### config.mk
export PLATFORM = sky130hd
export DESIGN_NAME = counter_ctrl_flat
export DESIGN_NICKNAME = d
export VERILOG_FILES = /design/src/rtl/counter_pkg.sv /design/src/rtl/counter_ctrl_if.sv /design/src/rtl/counter_ctrl_tick_prescaler.sv /design/src/rtl/counter_ctrl.sv /design/src/flat_wrapper.sv
export SDC_FILE = /design/constraint.sdc
export NUM_CORES = 1
export LEC_CHECK = 0
export ABC_AREA = 1
export CAP_MARGIN = 20
export CORE_MARGIN = 4
export CORE_UTILIZATION = 53
export DETAILED_ROUTE_END_ITERATION = 8
export GPL_ROUTABILITY_DRIVEN = 0
export PLACE_DENSITY = 0.83
export SYNTH_ARGS = -nofsm -noshare
export SYNTH_HDL_FRONTEND = slang
export SYNTH_SLANG_ARGS = --single-unit
### constraint.sdc
create_clock -name clk -period 2.3 [get_ports clk]
set_input_delay 0.46 -clock clk [delete_from_list [all_inputs] [get_ports clk]]
set_output_delay 0.46 -clock clk [all_outputs]
set_load 0.005 [all_outputs]
### src/rtl/counter_pkg.sv
// Shared types and constants for the counter controller slice.
package counter_pkg;

    typedef enum logic [2:0] {
        IDLE   = 3'd0,
        CLEAR  = 3'd1,
        UP     = 3'd2,
        DOWN   = 3'd3,
        FINISH = 3'd4
    } state_e;

    localparam logic OP_ADD = 1'b0;
    localparam logic OP_SUB = 1'b1;
    localparam int   CNT_W  = 16;

    // States in which the prescaler runs and the datapath may step
    function automatic logic is_counting(input state_e s);
        return (s == UP) || (s == DOWN);
    endfunction

endpackage

### src/rtl/counter_ctrl_if.sv
// Request/status interface between the user side and counter_ctrl.
// With PAUSE_EN defined an extra pause request is carried.
interface counter_ctrl_if #(
    parameter int SWEEP_W = 8
) ();

`ifdef PAUSE_EN
    logic               pause;
`endif
    logic               start;
    logic               stop;
    logic               mode;
    logic [SWEEP_W-1:0] sweeps;
    logic               busy;
    logic               done;
    logic               dir;

    modport master (
`ifdef PAUSE_EN
        output pause,
`endif
        output start, stop, mode, sweeps,
        input  busy, done, dir
    );

    modport slave (
`ifdef PAUSE_EN
        input  pause,
`endif
        input  start, stop, mode, sweeps,
        output busy, done, dir
    );

endinterface

### src/rtl/counter_ctrl_tick_prescaler.sv
// tick_prescaler: counts 0..TICK_DIV-1 while enabled and flags the last count
// as the step tick; clr forces the count back to zero.
module tick_prescaler #(
    parameter int TICK_DIV = 1
) (
    input  logic clk,
    input  logic rst,
    input  logic clr,
    input  logic en,
    output logic tick
);

    localparam int            CW   = (TICK_DIV > 1) ? $clog2(TICK_DIV) : 1;
    localparam logic [CW-1:0] LAST = CW'(TICK_DIV - 1);
    localparam logic [CW-1:0] ZERO = {CW{1'b0}};
    localparam logic [CW-1:0] ONE  = CW'(1'b1);

    logic [CW-1:0] cnt_r;

    // Prescale counter: cleared on request, frozen while disabled
    always_ff @(posedge clk) begin
        if (rst) begin
            cnt_r <= ZERO;
        end else if (clr) begin
            cnt_r <= ZERO;
        end else if (en) begin
            cnt_r <= (cnt_r == LAST) ? ZERO : cnt_r + ONE;
        end else begin
            cnt_r <= cnt_r;
        end
    end

    assign tick = en && (cnt_r == LAST);

endmodule

### src/rtl/counter_ctrl.sv
// counter_ctrl: sequences the 16-bit up/down counter datapath from start/stop
// requests and the z/m limit flags. Optional macro PAUSE_EN adds a pause input.
module counter_ctrl
    import counter_pkg::*;
#(
    parameter int TICK_DIV = 1,
    parameter int SWEEP_W  = 8
) (
    input  logic          clk,
    input  logic          rst,
    counter_ctrl_if.slave req,
    input  logic          z,
    input  logic          m,
    output logic          op,
    output logic          c_ld,
    output logic          c_clr
);

    localparam logic [SWEEP_W-1:0] SWEEP_ZERO = {SWEEP_W{1'b0}};
    localparam logic [SWEEP_W-1:0] SWEEP_ONE  = SWEEP_W'(1'b1);

    state_e             state_r;
    state_e             state_next_s;
    logic               mode_r;
    logic               mode_next_s;
    logic [SWEEP_W-1:0] left_r;
    logic [SWEEP_W-1:0] left_next_s;
    logic               busy_r;
    logic               done_r;
    logic               dir_r;
    logic               pause_s;
    logic               cnt_en_s;
    logic               pre_clr_s;
    logic               tick_s;
    logic               op_s;
    logic               c_ld_s;
    logic               c_clr_s;

`ifdef PAUSE_EN
    assign pause_s = req.pause;
`else
    assign pause_s = 1'b0;
`endif

    // Prescaler restarts on every state change so each phase begins a full period
    assign cnt_en_s  = is_counting(state_r) && !pause_s;
    assign pre_clr_s = !is_counting(state_r) || (state_next_s != state_r);

    tick_prescaler #(
        .TICK_DIV (TICK_DIV)
    ) u_prescaler (
        .clk  (clk),
        .rst  (rst),
        .clr  (pre_clr_s),
        .en   (cnt_en_s),
        .tick (tick_s)
    );

    // Next-state, sweep bookkeeping and datapath control decode
    always_comb begin
        state_next_s = state_r;
        mode_next_s  = mode_r;
        left_next_s  = left_r;
        op_s         = OP_ADD;
        c_ld_s       = 1'b0;
        c_clr_s      = 1'b0;
        case (state_r)
            IDLE: begin
                if (req.start) begin
                    state_next_s = CLEAR;
                    mode_next_s  = req.mode;
                    left_next_s  = (req.sweeps == SWEEP_ZERO) ? SWEEP_ONE : req.sweeps;
                end else begin
                    state_next_s = IDLE;
                end
            end
            CLEAR: begin
                c_clr_s = 1'b1;
                if (req.stop) begin
                    state_next_s = IDLE;
                end else begin
                    state_next_s = UP;
                end
            end
            UP: begin
                op_s = OP_ADD;
                if (tick_s && !m) begin
                    c_ld_s = 1'b1;
                end else begin
                    c_ld_s = 1'b0;
                end
                if (req.stop) begin
                    state_next_s = IDLE;
                end else if (tick_s && m) begin
                    if (!mode_r || (left_r <= SWEEP_ONE)) begin
                        left_next_s  = SWEEP_ZERO;
                        state_next_s = FINISH;
                    end else begin
                        left_next_s  = left_r - SWEEP_ONE;
                        state_next_s = DOWN;
                    end
                end else begin
                    state_next_s = UP;
                end
            end
            DOWN: begin
                op_s = OP_SUB;
                if (tick_s && !z) begin
                    c_ld_s = 1'b1;
                end else begin
                    c_ld_s = 1'b0;
                end
                if (req.stop) begin
                    state_next_s = IDLE;
                end else if (tick_s && z) begin
                    if (left_r <= SWEEP_ONE) begin
                        left_next_s  = SWEEP_ZERO;
                        state_next_s = FINISH;
                    end else begin
                        left_next_s  = left_r - SWEEP_ONE;
                        state_next_s = UP;
                    end
                end else begin
                    state_next_s = DOWN;
                end
            end
            FINISH: begin
                state_next_s = IDLE;
            end
            default: begin
                state_next_s = IDLE;
            end
        endcase
    end

    // State, latched run configuration and registered status outputs
    always_ff @(posedge clk) begin
        if (rst) begin
            state_r <= IDLE;
            mode_r  <= 1'b0;
            left_r  <= SWEEP_ZERO;
            busy_r  <= 1'b0;
            done_r  <= 1'b0;
            dir_r   <= OP_ADD;
        end else begin
            state_r <= state_next_s;
            mode_r  <= mode_next_s;
            left_r  <= left_next_s;
            busy_r  <= (state_next_s != IDLE);
            done_r  <= (state_next_s == FINISH);
            dir_r   <= (state_next_s == DOWN) ? OP_SUB : OP_ADD;
        end
    end

    assign op       = op_s;
    assign c_ld     = c_ld_s;
    assign c_clr    = c_clr_s;
    assign req.busy = busy_r;
    assign req.done = done_r;
    assign req.dir  = dir_r;

endmodule

### src/flat_wrapper.sv
// flat-port wrapper written by rule: the top's interface ports become plain ports
module counter_ctrl_flat import counter_pkg::*;
#(
    parameter int TICK_DIV = 1,
    parameter int SWEEP_W  = 8
)
  (clk, rst, z, m, op, c_ld, c_clr, req_start, req_stop, req_mode, req_sweeps, req_busy, req_done, req_dir);
  counter_ctrl_if #(.SWEEP_W(SWEEP_W)) req_i ();
  input  logic clk;
  input  logic rst;
  input  logic z;
  input  logic m;
  output logic op;
  output logic c_ld;
  output logic c_clr;
  input wire logic [$bits(req_i.start)-1:0] req_start;
  input wire logic [$bits(req_i.stop)-1:0] req_stop;
  input wire logic [$bits(req_i.mode)-1:0] req_mode;
  input wire logic [$bits(req_i.sweeps)-1:0] req_sweeps;
  output wire logic [$bits(req_i.busy)-1:0] req_busy;
  output wire logic [$bits(req_i.done)-1:0] req_done;
  output wire logic [$bits(req_i.dir)-1:0] req_dir;
  assign req_i.start = req_start;
  assign req_i.stop = req_stop;
  assign req_i.mode = req_mode;
  assign req_i.sweeps = req_sweeps;
  assign req_busy = req_i.busy;
  assign req_done = req_i.done;
  assign req_dir = req_i.dir;
  counter_ctrl #(.TICK_DIV(TICK_DIV), .SWEEP_W(SWEEP_W)) u_core (.clk(clk), .rst(rst), .req(req_i), .z(z), .m(m), .op(op), .c_ld(c_ld), .c_clr(c_clr));
endmodule
==> run summary, run 1 <==
status = completed
Leak = 0.0005753 uW
synthesis-to-finish area growth = 26.71%
Final Critical Period = 2181 ps
Worst R2R Start = u_core.left_r[0]
hold-fix buffers at CTS = 0
met1 Usage GRT = 27.32%
Synth Area per Inst = 6.215 um^2
layout cells sized above 1 = 9.659%
final wirelength = 2409 um
Power per Cell Area = 532.9 mW/mm^2
clock sinks = 15
number of buffers created by CTS = 3
sw frac = 34.16%
top area cells in the synthesized netlist = dfxtp_1 (32%), nor2_1 (14%), nand2_1 (13%)
Worst setup SP type = primary input
CTS tree = yes
drt wl/cell = 11.99 um
Worst slew margin = 74.53%
GRT Util Overall = 21.17%
vias per std cell = 5.090
CP Capture Type = output port
number of antenna violations at the first check in global routing = 0
DP HPWL = 1841 um
Starting Density = 55.68%
Max Cap Violations = 0
syn nets = 170
area share of the largest cell type after synthesis = 31.58%
Core ar. = 0.001708 mm^2
Peak supply drop = 0.0003901 V
Internal = 422.7 uW
DRC Markers = 0
Worst-Margin Slew = 381.2 ps
Setup CP Type = primary input to output port
Worst Hold Class = flop to flop
Post-synth EDFFs = 0
die boundary width = 50.36 um
Placement Cell Area = 0.001171 mm^2
Port Buffers = 20
part of the power in the clock network = 25.7%
most common cell in the netlist = nor2_1
fraction of registers with async set/reset = 0%
combinational share of power = 28.1%
CP arrival = 1720 ps
post-CTS setup buffers = 0
CP endpoint = c_ld
Clock transition at path regs = 100 ps
sw power = 219.3 uW
synthesis-stage register bit count = 15
Vias = 1023
Syn Inst Count = 153
Pre-Repair DR Iteration Count = 4
met3 GRT Util = 2.374%
hold_ws = 504.7 ps
CTS Buffer Depth = 2
Setup Total Neg Slack = 0 ps
warnings from Yosys = 0
PnR worst setup slack = 119.4 ps
Synth Cell Area = 950.9 um^2
Final Instance Area = 0.001205 mm^2
fin crit share = 94.81%
r2r setup slk = 480 ps
H-tree Lvls = 1
vias in the first global route = 992
num rows = 15
Die ar. = 0.002536 mm^2
antenna-violating nets left = 0
grt peak-use layer = met2
diodes inserted = 0
Synth cell types = 21
gr ovfl total = 0
GR Layer Usage met2 = 36.52%
Post-Place Worst Slack = 137.4 ps
root buffer cell = clkbuf_4
top_reg_cell synth = dfxtp_1
CP max FO = 3
cell accounting for the most synthesized area = dfxtp_1
Data required, critical path = 1840 ps
Hold Vio Cnt, Final = 0
I/O pins = 21
Slew Viols, Final = 0
first-pass GRT wire length = 4202 um
# nets final = 194
setup violators final = 0
synth cell count leaders = nor2_1 (36), nand2_1 (33), inv_1 (20), dfxtp_1 (15), a21oi_1 (8)
reg2reg path depth = 11
Die Y = 50.36 um
largest net degree at the start of global routing = 12
Crit. Startpoint = m
Flop pwr share = 46.2%
initial DRC count = 35
reg2reg end = u_core.left_r[0]
fmax = 458.6 MHz
unrepaired setup endpoints after global routing = no
worst skew pair latency = 300 ps
clk_skew = 0.8418 ps
final design utilization = 70.55%
sequential share of the synthesized area = 31.58%
worst min path at each step:
stage | startpoint | endpoint | slack [ps] | depth (start not counted)
3_3_place_gp | u_core.mode_r | u_core.mode_r | 480 | 2
2_1_floorplan | u_core.mode_r | u_core.mode_r | 450 | 2
3_5_place_dp | u_core.mode_r | u_core.mode_r | 490 | 2
5_1_grt | u_core.mode_r | u_core.mode_r | 540 | 2
4_1_cts | u_core.mode_r | u_core.mode_r | 500 | 2
6_report | u_core.mode_r | u_core.mode_r | 500 | 2
power groups by stage:
stage	clock network, uW	registers (uW)	logic [uW]
after floorplan	0	298	123
after global placement	0	301	173
after detailed placement	0	302	178
after CTS	163	296	180
after global routing	176	300	204
final	165	297	181
final cells by class:
class | count | area [um^2]
clock buffer | 3 | 22.52
clock inverter | 1 | 5.005
fill | 152 | 503.0
inverter | 21 | 78.83
multi-input combinational | 116 | 565.5
sequential | 15 | 301.5
tap | 25 | 31.28
timing repair buffer | 20 | 200.2
placed cells by master (no fill, tap or decap), drive strengths merged:
| cell type | instances |
|---|---|
| xnor2 | 1 |
| ha | 2 |
| nor2 | 38 |
| inv | 21 |
| nand3 | 8 |
| dfxtp | 15 |
| clkinv | 1 |
| nand2 | 38 |
| or2 | 1 |
| o21ai | 10 |
| nor3 | 3 |
| xor2 | 2 |
| clkdlybuf4s50 | 20 |
| a21oi | 9 |
| nand4 | 3 |
| o21bai | 1 |
| clkbuf | 3 |
per-stage QoR:
stage / instances / total power (uW)
3_3_place_gp: 197 / 473.4
2_1_floorplan: 153 / 420.7
5_1_grt: 201 / 679.9
6_report: 201 / 642.0
4_1_cts: 201 / 639.2
3_5_place_dp: 197 / 480.3
critical path, cell delays in order:
cell and delay, ps:
clkdlybuf4s50_1 410, inv_1 90, nand3_2 110, nand2_2 130, clkdlybuf4s50_1 520
registers in the layout, indices dropped and copies added (netlist names):
| name | count |
|---|---|
| u_core.left_r | 8 |
| u_core.state_r | 3 |
| u_core.mode_r | 1 |
| u_core.req.busy | 1 |
| u_core.req.dir | 1 |
| u_core.req.done | 1 |
per-layer routing:
layer / part of all wire [%] / wire (um) / vias up
met5: 0 / 0 / -
met4: 1.5 / 37 / 0
met3: 6.6 / 159 / 5
met2: 46 / 1117 / 36
met1: 45 / 1094 / 456
li1: - / - / 526
timing repair:
item	CTS	global route
endpoints found under the hold margin	0	0
setup endpoints to repair	0	1
resized for setup	0	2
cell families after synthesis:
family	synth area share (%)
XOR/XNOR	2.764
AND/OR/NAND/NOR	41.58
buffers and inverters	9.473
flip-flops	31.58
adder cells (fa/ha/maj)	2.631
AO/OA/AOI/OAI	11.97
No activity file was read; power rests on OpenSTA's default activity.
==> inputs of run 2 (changes only) <==
--- a/config.mk
+++ b/config.mk
@@ -8,10 +8,10 @@
 export ABC_AREA = 1
 export CAP_MARGIN = 20
 export CORE_MARGIN = 4
-export CORE_UTILIZATION = 53
+export CORE_UTILIZATION = 44
 export DETAILED_ROUTE_END_ITERATION = 8
 export GPL_ROUTABILITY_DRIVEN = 0
-export PLACE_DENSITY = 0.83
+export PLACE_DENSITY = 0.74
 export SYNTH_ARGS = -nofsm -noshare
 export SYNTH_HDL_FRONTEND = slang
 export SYNTH_SLANG_ARGS = --single-unit
==> constraint.sdc (replaced) <==
create_clock -name clk -period 1.93 [get_ports clk]
set_input_delay 0.386 -clock clk [delete_from_list [all_inputs] [get_ports clk]]
set_output_delay 0.386 -clock clk [all_outputs]
set_load 0.01 [all_outputs]
==> run 2 against run 1 <==
Sequential share of layout area is 0.88 points lower. Via count decreased by 3.0%. Global-route usage is 2.0 points lower. Highest routed layer unchanged. Power rose by 18%. Count of clock-buffer cells in the layout is 1 higher. Worst setup slack better by 31 ps.
==> run summary, run 2 (synthesis results as in run 1) <==
status = completed
Largest register FFs = 8 (unchanged)
fmax = 561.8 MHz
number of antenna violations at the first check in global routing = 0 (unchanged)
Slowest cell on crit path = clkdlybuf4s50_1
number of buffers created by CTS = 3 (unchanged)
commonest non-fill, non-tap cell in the layout = nor2_1
DRC Markers = 0 (unchanged)
Flop pwr share = 46.5% (+0.3 points)
Crit. Startpoint = u_core.state_r[1]
Largest Register = u_core.left_r
die boundary width = 54.49 um (+8.2%)
CTS tree = yes
worst skew pair latency = 280 ps (-20 ps)
Hold Vio Cnt, Final = 0 (unchanged)
Slew Viols, Final = 0 (unchanged)
hold_ws = 507.3 ps (+2.604 ps)
Worst setup SP type = flop
clock sinks = 15 (unchanged)
Core ar. = 0.002002 mm^2 (+17%)
Worst slew margin = 76.12% (+1.6 points)
Die ar. = 0.002969 mm^2 (+17%)
biggest regs = u_core.left_r: 8 flops, u_core.state_r: 3 flops
vias in the first global route = 949 (-4.3%)
CP arrival = 1390 ps (-330 ps)
gr ovfl total = 0 (unchanged)
GRT Util Overall = 19.17% (-2.0 points)
Pre-Repair DR Iteration Count = 4 (unchanged)
Worst Hold Class = flop to flop
CP peak stage delay = 550 ps (+30 ps)
first-pass GRT wire length = 4071 um (-3.1%)
# nets final = 199 (+2.6%)
DP HPWL = 1823 um (-0.97%)
Setup CP Type = flop to output port
Die Y = 54.49 um (+8.2%)
Starting Density = 47.50% (-8.2 points)
num rows = 16 (+1)
most frequent cells in the layout = nor2_1 (36), nand2_1 (33), inv_1 (20), clkdlybuf4s50_1 (18), dfxtp_1 (14)
Worst R2R Start = u_core.left_r[0]
met3 GRT Util = 6.540% (+4.2 points)
CP max FO = 5 (+2)
Worst-Margin Slew = 357.4 ps (-23.80 ps)
final wirelength = 2356 um (-2.2%)
Clock transition at path regs = 90 ps (about the same)
reg2reg path depth = 11 (unchanged)
drt wl/cell = 11.33 um (-5.5%)
Max Cap Violations = 0 (unchanged)
unrepaired setup endpoints after global routing = no
Port Buffers = 20 (unchanged)
grt peak-use layer = met2
antenna-violating nets left = 0 (unchanged)
setup violators final = 0 (unchanged)
clk_skew = 1.937 ps (+1.095 ps)
combinational share of power = 29.8% (+1.7 points)
final design utilization = 62.38% (-8.2 points)
met1 Usage GRT = 23.11% (-4.2 points)
overall power = 758.3 uW (+18%)
CTS Buffer Depth = 2 (unchanged)
vias per std cell = 4.769 (-6.3%)
I/O pins = 21 (unchanged)
Power per Cell Area = 607.3 mW/mm^2 (+14%)
H-tree Lvls = 1 (unchanged)
reg2reg end = u_core.left_r[0]
multi-input logic area = 560.5 um^2 (-0.88%)
Final Critical Period = 1780 ps
Internal = 515.3 uW (+22%)
synthesis-to-finish area growth = 31.32%
sw frac = 32.04% (-2.1 points)
part of the power in the clock network = 23.7% (-2.0 points)
initial DRC count = 13 (-63%)
Layout fillers = 188 (+24%)
CP Capture Type = output port
Leak = 0.0006086 uW (+5.8%)
sw power = 242.9 uW (+11%)
diodes inserted = 0 (unchanged)
CP endpoint = op
GR Layer Usage met2 = 32.67% (-3.9 points)
fin crit share = 92.22%
Peak supply drop = 0.0003620 V (-7.2%)
CP Cell Sequence = nand2_1 -> nor2_2 -> clkdlybuf4s50_1
largest net degree at the start of global routing = 12 (unchanged)
root buffer cell = clkbuf_4
post-CTS setup buffers = 0 (unchanged)
layout cells sized above 1 = 11.60% (+1.9 points)
register area = 301.5 um^2 (unchanged)
r2r setup slk = 170 ps (-310 ps)
Vias = 992 (-3.0%)
Data required, critical path = 1540 ps (-300 ps)
==> run 2: changes by cell type in the layout (fill, tap and decap cells not counted) <==
cell             change
nor2_2               +1
clkdlybuf4s50_1      -2
buf_12               +1
buf_4                +4
clkinv_2             -1
nor2_4               -1
clkbuf_1             +1
dlygate4sd2_1        +2
==> run 2: per-layer routing <==
metal	vias to the layer above	wire length (um)
li1	536	-
met1	419	1112
met2	33	1031
met3	4	186
met4	0	25
met5	-	0
==> run 2: power by group through the flow <==
stage	clock [uW]	combinational (uW)	sequential [uW]
2_1_floorplan	0	147	356
3_3_place_gp	0	220	358
3_5_place_dp	0	225	359
4_1_cts	186	225	352
5_1_grt	206	252	356
6_report	180	226	352
==> run 2: per-stage QoR <==
step	instance area (um^2)	TNS, ps	std cells	setup slack (ps)
global route	1249	0	208	10.63
floorplan	950.9	0	153	485.9
finish	1249	0	208	150.1
global placement	1224	-24.36	204	-24.36
detailed placement	1224	-45.50	204	-45.50
CTS	1249	0	208	134.4
==> run 2: worst min path at each step <==
stage	start	endpoint	slack, ps	cells after the start
floorplan	u_core.mode_r	u_core.mode_r	450	2
global placement	u_core.mode_r	u_core.mode_r	480	2
detailed placement	u_core.mode_r	u_core.mode_r	500	2
CTS	u_core.mode_r	u_core.mode_r	510	2
global route	u_core.mode_r	u_core.mode_r	550	2
finish	u_core.mode_r	u_core.mode_r	510	2
==> run 2: critical path, delay by kind of cell, from the launching register on <==
| kind | cells | cell delay, ps |
|---|---|---|
| buffers and inverters | 1 | 550 |
| DFF | 1 | 380 |
| and+or+nand+nor | 2 | 180 |
==> run 2: repair_timing <==
action,4_1_cts,5_1_grt
hold buffers,0,0
resized for setup,3,0
setup endpoints to repair,2,0
==> run 2: layout make-up <==
cell class	instances	share of cell area, %
Clock buffer	4	2.104
Sequential cell	15	24.15
Timing Repair Buffer	25	19.84
Multi-Input combinational cell	116	44.89
Tap cell	27	2.705
Inverter	21	6.313
